===== src/rtl/ascon_pack.sv =====
// rtl/ascon_pack.sv - shared types, defaults and round-constant helper for the Ascon permutation engine
// Contents: type_state (five 64-bit words, index 0 = x0), default final round index,
//           FSM state enum, round_const() for the constant-addition layer.
package ascon_pack;

    typedef logic [4:0][63:0] type_state;

    localparam int ROUND_MAX_DEFAULT = 11;

    typedef enum logic [1:0] {
        IDLE,
        RUN,
        DONE
    } type_fsm;

    // High nibble counts down while the low nibble counts up: r=0 -> 0xF0, r=11 -> 0x4B.
    function automatic logic [7:0] round_const(input logic [3:0] r);
        return {4'hF - r, r};
    endfunction

endpackage


===== src/rtl/ascon_sbox_layer.sv =====
// rtl/ascon_sbox_layer.sv - combinational Ascon 5-bit S-box applied to all 64 bit-columns
// Ports: state  - input permutation state
//        result - state after the substitution layer
module ascon_sbox_layer
    import ascon_pack::*;
(
    input  type_state state,
    output type_state result
);

    // Bit-sliced form: each 64-bit operation processes all columns at once,
    // column i = {x0[i], x1[i], x2[i], x3[i], x4[i]}.
    logic [63:0] a0, a1, a2, a3, a4;
    logic [63:0] t0, t1, t2, t3, t4;
    logic [63:0] b0, b1, b2, b3, b4;

    always_comb begin
        a0 = state[0] ^ state[4];
        a1 = state[1];
        a2 = state[2] ^ state[1];
        a3 = state[3];
        a4 = state[4] ^ state[3];

        t0 = ~a0 & a1;
        t1 = ~a1 & a2;
        t2 = ~a2 & a3;
        t3 = ~a3 & a4;
        t4 = ~a4 & a0;

        b0 = a0 ^ t1;
        b1 = a1 ^ t2;
        b2 = a2 ^ t3;
        b3 = a3 ^ t4;
        b4 = a4 ^ t0;

        result[1] = b1 ^ b0;
        result[0] = b0 ^ b4;
        result[3] = b3 ^ b2;
        result[2] = ~b2;
        result[4] = b4;
    end

endmodule


===== src/rtl/pl_diffusion.sv =====
// rtl/pl_diffusion.sv - combinational Ascon linear diffusion layer
// Ports: state  - input permutation state
//        result - each word XORed with two right-rotations of itself
module pl_diffusion
    import ascon_pack::*;
(
    input  type_state state,
    output type_state result
);

    function automatic logic [63:0] mix(input logic [63:0] x, input int n1, input int n2);
        logic [63:0] r1;
        logic [63:0] r2;
        r1 = (x >> n1) | (x << (64 - n1));
        r2 = (x >> n2) | (x << (64 - n2));
        return x ^ r1 ^ r2;
    endfunction

    assign result[0] = mix(state[0], 19, 28);
    assign result[1] = mix(state[1], 61, 39);
    assign result[2] = mix(state[2],  1,  6);
    assign result[3] = mix(state[3], 10, 17);
    assign result[4] = mix(state[4],  7, 41);

endmodule


===== src/rtl/perm_round_engine.sv =====
// rtl/perm_round_engine.sv - iterative Ascon permutation, one full round per clock
// Ports: clock_i       - clock, rising edge
//        resetb_i      - asynchronous active-low reset
//        start_i       - run request, accepted in IDLE or DONE when round_start_i <= ROUND_MAX
//        round_start_i - first round index (0 = p12, 4 = p8, 6 = p6)
//        state_i       - permutation input, sampled on an accepted start
//        state_o       - state register
//        busy_o        - high while rounds execute
//        done_o        - one-cycle pulse, state_o holds the result
module perm_round_engine
    import ascon_pack::*;
#(
    parameter int ROUND_MAX = ROUND_MAX_DEFAULT
)(
    input  logic       clock_i,
    input  logic       resetb_i,
    input  logic       start_i,
    input  logic [3:0] round_start_i,
    input  type_state  state_i,
    output type_state  state_o,
    output logic       busy_o,
    output logic       done_o
);

    localparam logic [3:0] RMAX = ROUND_MAX[3:0];

    type_fsm    fsm;
    logic [3:0] rnd;
    type_state  cadd;
    type_state  sout;
    type_state  lout;

    // Constant addition touches only the low byte of x2.
    always_comb begin
        cadd       = state_o;
        cadd[2][7:0] = state_o[2][7:0] ^ round_const(rnd);
    end

    ascon_sbox_layer u_sbox (
        .state  (cadd),
        .result (sout)
    );

    pl_diffusion u_diff (
        .state  (sout),
        .result (lout)
    );

    always_ff @(posedge clock_i or negedge resetb_i) begin
        if (!resetb_i) begin
            fsm     <= IDLE;
            rnd     <= 4'd0;
            state_o <= '0;
            busy_o  <= 1'b0;
            done_o  <= 1'b0;
        end else begin
            case (fsm)
                IDLE, DONE: begin
                    if (start_i && (round_start_i <= RMAX)) begin
                        state_o <= state_i;
                        rnd     <= round_start_i;
                        fsm     <= RUN;
                        busy_o  <= 1'b1;
                        done_o  <= 1'b0;
                    end else begin
                        fsm     <= IDLE;
                        busy_o  <= 1'b0;
                        done_o  <= 1'b0;
                    end
                end
                RUN: begin
                    state_o <= lout;
                    if (rnd == RMAX) begin
                        // Counter stays at the final index rather than stepping past it.
                        fsm    <= DONE;
                        busy_o <= 1'b0;
                        done_o <= 1'b1;
                    end else begin
                        rnd    <= rnd + 4'd1;
                    end
                end
                default: begin
                    fsm    <= IDLE;
                    busy_o <= 1'b0;
                    done_o <= 1'b0;
                end
            endcase
        end
    end

endmodule


===== config.mk =====
export PLATFORM = sky130hd
export DESIGN_NAME = perm_round_engine
export DESIGN_NICKNAME = d
export VERILOG_FILES = /design/src/rtl/ascon_pack.sv /design/src/rtl/ascon_sbox_layer.sv /design/src/rtl/pl_diffusion.sv /design/src/rtl/perm_round_engine.sv
export SDC_FILE = /design/constraint.sdc
export NUM_CORES = 2
export LEC_CHECK = 0
export BUFFER_PORTS_ARGS = -buffer_cell sky130_fd_sc_hd__buf_4
export CAP_MARGIN = 0
export CORE_MARGIN = 10
export CORE_UTILIZATION = 44
export CTS_BUF_LIST = sky130_fd_sc_hd__clkbuf_4
export DETAILED_ROUTE_END_ITERATION = 7
export PLACE_DENSITY = 0.67
export SLEW_MARGIN = 20
export SYNTH_ARGS = -nofsm -noshare
export SYNTH_HDL_FRONTEND = slang
export SYNTH_SLANG_ARGS = --single-unit

===== constraint.sdc =====
create_clock -name clock_i -period 3.05 [get_ports clock_i]
set_clock_uncertainty 0.05 [all_clocks]
set_input_delay 0.1525 -clock clock_i [delete_from_list [all_inputs] [get_ports clock_i]]
set_output_delay 0.1525 -clock clock_i [all_outputs]
set_load 0.02 [all_outputs]

## Yosys cells after proc, flatten, opt, wreduce, memory -nomap -nowiden

Cells that the tools add are included.

| cells by class | value |
|---|---|
| add/sub/neg operators | 2 |
| magnitude comparators | 1 |
| bitwise logic cells | 43 |
| reductions and logical operators | 6 |
| mux-type cells | 13 |
| equal/unequal tests | 6 |

Operator list:

| cell | number |
|---|---|
| $xor A64 B64 Y64 | 21 |
| $pmux W320 S2 | 1 |
| $not A64 Y64 | 6 |
| $and A64 B64 Y64 | 5 |
| $mux W320 | 1 |
| $or A23 B64 Y64 | 1 |
| $or A25 B64 Y64 | 1 |
| $or A3 B64 Y64 | 1 |
| $or A36 B64 Y64 | 1 |
| $or A45 B64 Y64 | 1 |
| $or A47 B64 Y64 | 1 |
| $or A54 B64 Y64 | 1 |
| $or A57 B64 Y64 | 1 |
| $or A58 B64 Y64 | 1 |
| $or A63 B64 Y64 | 1 |
| $mux W4 | 2 |
| $pmux W4 S2 | 1 |
| $xor A8 B8 Y8 | 1 |
| $ne A2 B2 Y1 const B | 3 |
| $mux W1 | 5 |
| $add A4 B1 Y4 const B | 1 |
| $eq A4 B4 Y1 const B | 1 |
| $le A4 B4 Y1 const B | 1 |
| $pmux W2 S2 | 1 |
| other kinds (11) | 11 |

| storage, ports and cells | value |
|---|---|
| input port bits | 327 |
| bits in registers | 328 |
| logic and storage cells | 80 |

## Longest topological paths before layout

| depth | value |
|---|---|
| depth after elaboration | 11 |
| gate-level depth with buffers | 8 |
| mapped depth without buffers | 7 |

## Modules after synthesis

A second synthesis with hierarchy kept.

| second synthesis, totals | value |
|---|---|
| cells, all modules | 2902 |
| area, all modules | 36095.9 um2 |

Modules (own cells, without submodules):

| module | cells an instance | area each (um2) | instances | seq. area each (um2) |
|---|---|---|---|---|
| perm_round_engine | 1390 | 20031.7 | 1 | 8182.8 |
| ascon_sbox_layer | 1192 | 8438.1 | 1 | 0.0 |
| pl_diffusion | 320 | 7626.1 | 1 | 0.0 |

## Worst setup path before layout

No wires, ideal clock.

| path | value |
|---|---|
| path type | reg2reg |
| start point | register state_o[118] (netlist bit) |
| end point | register state_o[229] (netlist bit) |
| arrival time | 2099 ps |
| slack | 783 ps |
| period minus slack after synthesis | 2267 ps |
| cell stages (with the launch flop) | 7 |
| path through | dfrtp_1 inv_1 ha_1 xnor2_1 xnor2_2 xnor3_1 a21o_1 |

| between the ends | value |
|---|---|
| word-level cells in the longest chain between the ends | 6 |

Ends and longest elaborated chain:

| element | RTL line | source |
|---|---|---|
| start, declared | perm_round_engine.sv:20 | `output type_state state_o,` |
| start signal, assigned | perm_round_engine.sv:60 | `state_o <= state_i;` |
| start signal, assigned | perm_round_engine.sv:72 | `state_o <= lout;` |
| $xor A64 B64 Y64 | ascon_sbox_layer.sv:20 | `a2 = state[2] ^ state[1];` |
| $xor A64 B64 Y64 | ascon_sbox_layer.sv:32 | `b2 = a2 ^ t3;` |
| $xor A64 B64 Y64 | ascon_sbox_layer.sv:38 | `result[3] = b3 ^ b2;` |
| $or A47 B64 Y64 | pl_diffusion.sv:15 | `r2 = (x >> n2) \| (x << (64 - n2));` |
| $xor A64 B64 Y64 | pl_diffusion.sv:16 | `return x ^ r1 ^ r2;` |
| $pmux W320 S2 | perm_round_engine.sv:57 | `case (fsm)` |

No other way between the ends.
A chain may end at the register's enable or synchronous reset.

## Worst setup path after layout

| path | value |
|---|---|
| start point | register state_o[236] (netlist bit) |
| end point | register state_o[219] (netlist bit) |

| between the ends | value |
|---|---|
| word-level cells in the longest chain between the ends | 8 |
| elaborated cells on any way between the ends | 11 |
| classes of those cells | 1 x mux; 10 x bitwise |

Ends and longest elaborated chain:

| element | RTL line | source |
|---|---|---|
| $xor A64 B64 Y64 | ascon_sbox_layer.sv:22 | `a4 = state[4] ^ state[3];` |
| $not A64 Y64 | ascon_sbox_layer.sv:28 | `t4 = ~a4 & a0;` |
| $and A64 B64 Y64 | ascon_sbox_layer.sv:28 |  |
| $xor A64 B64 Y64 | ascon_sbox_layer.sv:33 | `b3 = a3 ^ t4;` |
| $xor A64 B64 Y64 (*) | ascon_sbox_layer.sv:38 |  |
| $or A47 B64 Y64 (*) | pl_diffusion.sv:15 |  |
| $xor A64 B64 Y64 (*) | pl_diffusion.sv:16 |  |
| $pmux W320 S2 (*) | perm_round_engine.sv:57 |  |

Mark *: on every way between the ends. The rest lies on a longest branch, timed or not.

==> metrics.md <==
| Metric | Value |
|---|---|
| Vias per cell | `5.72` |
| Dpl hpwl | `131000 µm` |
| Die W | `284 µm` |
| CTS tree | `done` |
| Layout Nets | `5003` |
| Busiest layer in global routing | `met2` |
| Via count | `31800` |
| CTS clock-pin slew for the worst setup and hold paths | `0.06 ns` |
| Flops & latches, synth | `327` |
| Post-synthesis instance area | `30600 µm²` |
| Mapped Nets | `3610` |
| Max Cap Violations | `0` |
| Worst-Margin Slew | `1.11 ns` |
| GPL Wtd Cong | `1.12` |
| Global route overflow | `0` |
| Min setup slack post-route | `0.0833 ns` |
| Initial antenna violation count | `13` |
| Startpoint Class | `register` |
| Outcome | `finished, final reports clean` |
| Top-count cell post-synth | `nand2_1` |
| Max-slew violation count | `0` |
| Tmin final | `2.97 ns` |
| Pre-antenna DRT Iters | `5` |
| Top post-synthesis cells by count | `nand2_1 (380), nor2_1 (353), xnor2_1 (345), dfrtp_1 (327)` |
| EDFF count, synth | `0` |
| Crit end category | `register` |
| Reg-to-reg setup timing slack | `0.08 ns` |
| Inserted Clock Buffers | `99` |
| Rel. slew slack | `25.2%` |
| Number of global-route vias before repair | `31600` |
| Number of top-level pins | `649` |
| Hold slack | `0.0530 ns` |
| Met3 Use GR | `10.7%` |
| Placed Area | `38400 µm²` |
| Leading area contributor after synthesis | `dfrtp_1` |
| Average size of a mapped cell | `9.69 µm²` |
| Synth Flop Type | `dfrtp_1` |
| Starting Density | `44.5%` |
| Fmax | `337 MHz` |
| Data required, critical path | `3.77 ns` |
| Die Ht | `284 µm` |
| Area contributors post-synth | `dfrtp_1 (27%), xnor3_1 (19%), xnor2_1 (9.9%)` |
| Clock sink count | `327` |
| Site row count | `96` |
| Clock Path Buffers | `3` |
| Syn Inst Count | `3154` |
| Grt met1 use | `48.4%` |
| Area Growth Syn to Fin | `46.4%` |
| Arr. time, crit path | `3.68 ns` |
| Setup_tns | `0 ns` |
| Final wirelength | `167000 µm` |
| Layout cells sized above 1 | `25.7%` |
| Async set-reset flop share out of synthesis | `100%` |
| Drt drc | `0` |
| Crit Path Category | `register to register` |
| Pre-CTS setup slack | `0.224 ns` |
| Share of the synthesized area in the top cell type | `26.8%` |
| Period Utilization, post-route | `97.3%` |
| RSZ-0062 raised after global routing | `false` |
| GR Util met2 | `62.5%` |
| Synth cell types | `33` |
| Sequential share of the synthesized area | `26.8%` |
| Final hold vios | `0` |
| Clock Latency Late Sink | `0.92 ns` |
| GRT Total Usage | `40.2%` |
| Finished Cell Area | `44800 µm²` |
| Core ar. | `68700 µm²` |
| Post-DRT Antenna Nets | `0` |
| DR WL/cell | `30.0 µm` |
| Critical Path Fanout Max | `5` |
| Max H-tree Level | `3` |
| First-pass GRT wire length | `233000 µm` |
| Synth warnings | `0` |
| Hold Path Class | `input pin to register` |
| Final Setup Violations | `0` |
| Root buf cell | `clkbuf_4` |
| 1st-iter DRT viols | `3771` |
| Die area | `80400 µm²` |
| Largest net degree at the start of global routing | `130` |
| # port buffers | `648` |
| Fillers | `5440` |
## layer usage
| metal | part of all wire (%) | routed length (µm) |
|---|---|---|
| met5 | 0.069 | 116 |
| met4 | 7.7 | 12900 |
| met3 | 11 | 18800 |
| met2 | 45 | 74300 |
| met1 | 36 | 60800 |
## metrics by stage
step / utilization, % / cells
after floorplan: - / 3154
after global placement: 55.9 / 4867
after detailed placement: 55.9 / 4867
after CTS: 65.1 / 5552
after global routing: 65.1 / 5556
final: 65.1 / 5560
## repair_timing
| item | 4_1_cts | 5_1_grt |
|---|---|---|
| setup buffers | 0 | 1 |
| hold buffers | 509 | 0 |
| hold endpoints to repair | 651 | 0 |
| resized for setup | 0 | 2 |
| setup endpoints to repair | 0 | 2 |
## worst paths after layout
kind                                      to  depth (start not counted)    startpoint
max in group asynchronous       state_o[106]                          4      resetb_i
worst max-delay path            state_o[219]                          7  state_o[236]
worst min-delay path            state_o[275]                          4  state_i[275]
min in group asynchronous       state_o[267]                          4      resetb_i
worst min register to register        done_o                          2        done_o
worst max register to register  state_o[219]                          7  state_o[236]
## final cells by class
| class | count | area [µm²] | share of cell area (%) |
|---|---|---|---|
| Sequential cell | 327 | 8180 | 18.3 |
| Clock buffer | 141 | 1060 | 2.37 |
| Antenna cell | 7 | 17.5 | 0.0391 |
| Multi-Input combinational cell | 2491 | 21100 | 47.2 |
| Tap cell | 931 | 1160 | 2.60 |
| Inverter | 193 | 724 | 1.62 |
| Clock inverter | 35 | 159 | 0.355 |
| Timing Repair Buffer | 1435 | 12300 | 27.5 |
## worst max-delay path, cell delays in order, from the launching register on
cell	delay [ns]
dfrtp_1	0.53
inv_1	0.16
ha_1	0.24
xnor2_1	0.12
buf_4	0.17
xnor2_1	0.84
xnor3_1	0.54
a21o_1	0.18
## state kept, by name, summed over array words and instances (netlist names)
signal	cells
state_o	320
rnd	4
fsm	2
done_o	1
## logic make-up after synthesis
group	after synthesis	share of synthesized area (%)
xor+xnor	904	39.4
simple gates	805	10.5
compound gates	576	11.2
buf+inv	336	4.21
flops	327	26.8
fa+ha+maj	191	7.39
mux	15	0.545
## cells in the final DEF (no fill, tap or decap), types with 28 or more instances in the layout
master / Yosys / final
a211oi_1: 155 / 155
a21oi_1: 252 / 251
a31oi_1: 64 / 64
and3_1: 64 / 64
buf_4: 0 / 905
clkbuf_4: 0 / 141
clkinv_1: 0 / 28
dfrtp_1: 327 / 327
dlygate4sd3_1: 0 / 508
ha_1: 129 / 129
inv_1: 193 / 193
maj3_1: 42 / 42
nand2_1: 380 / 380
nor2_1: 353 / 353
o21ai_0: 69 / 69
xnor2_1: 345 / 345
xnor2_2: 70 / 70
xnor3_1: 252 / 252
xor2_1: 225 / 225
Power is left out: the tool's default activity adds up to more than one toggle a clock period on the data nets, which glitch-free logic cannot reach.
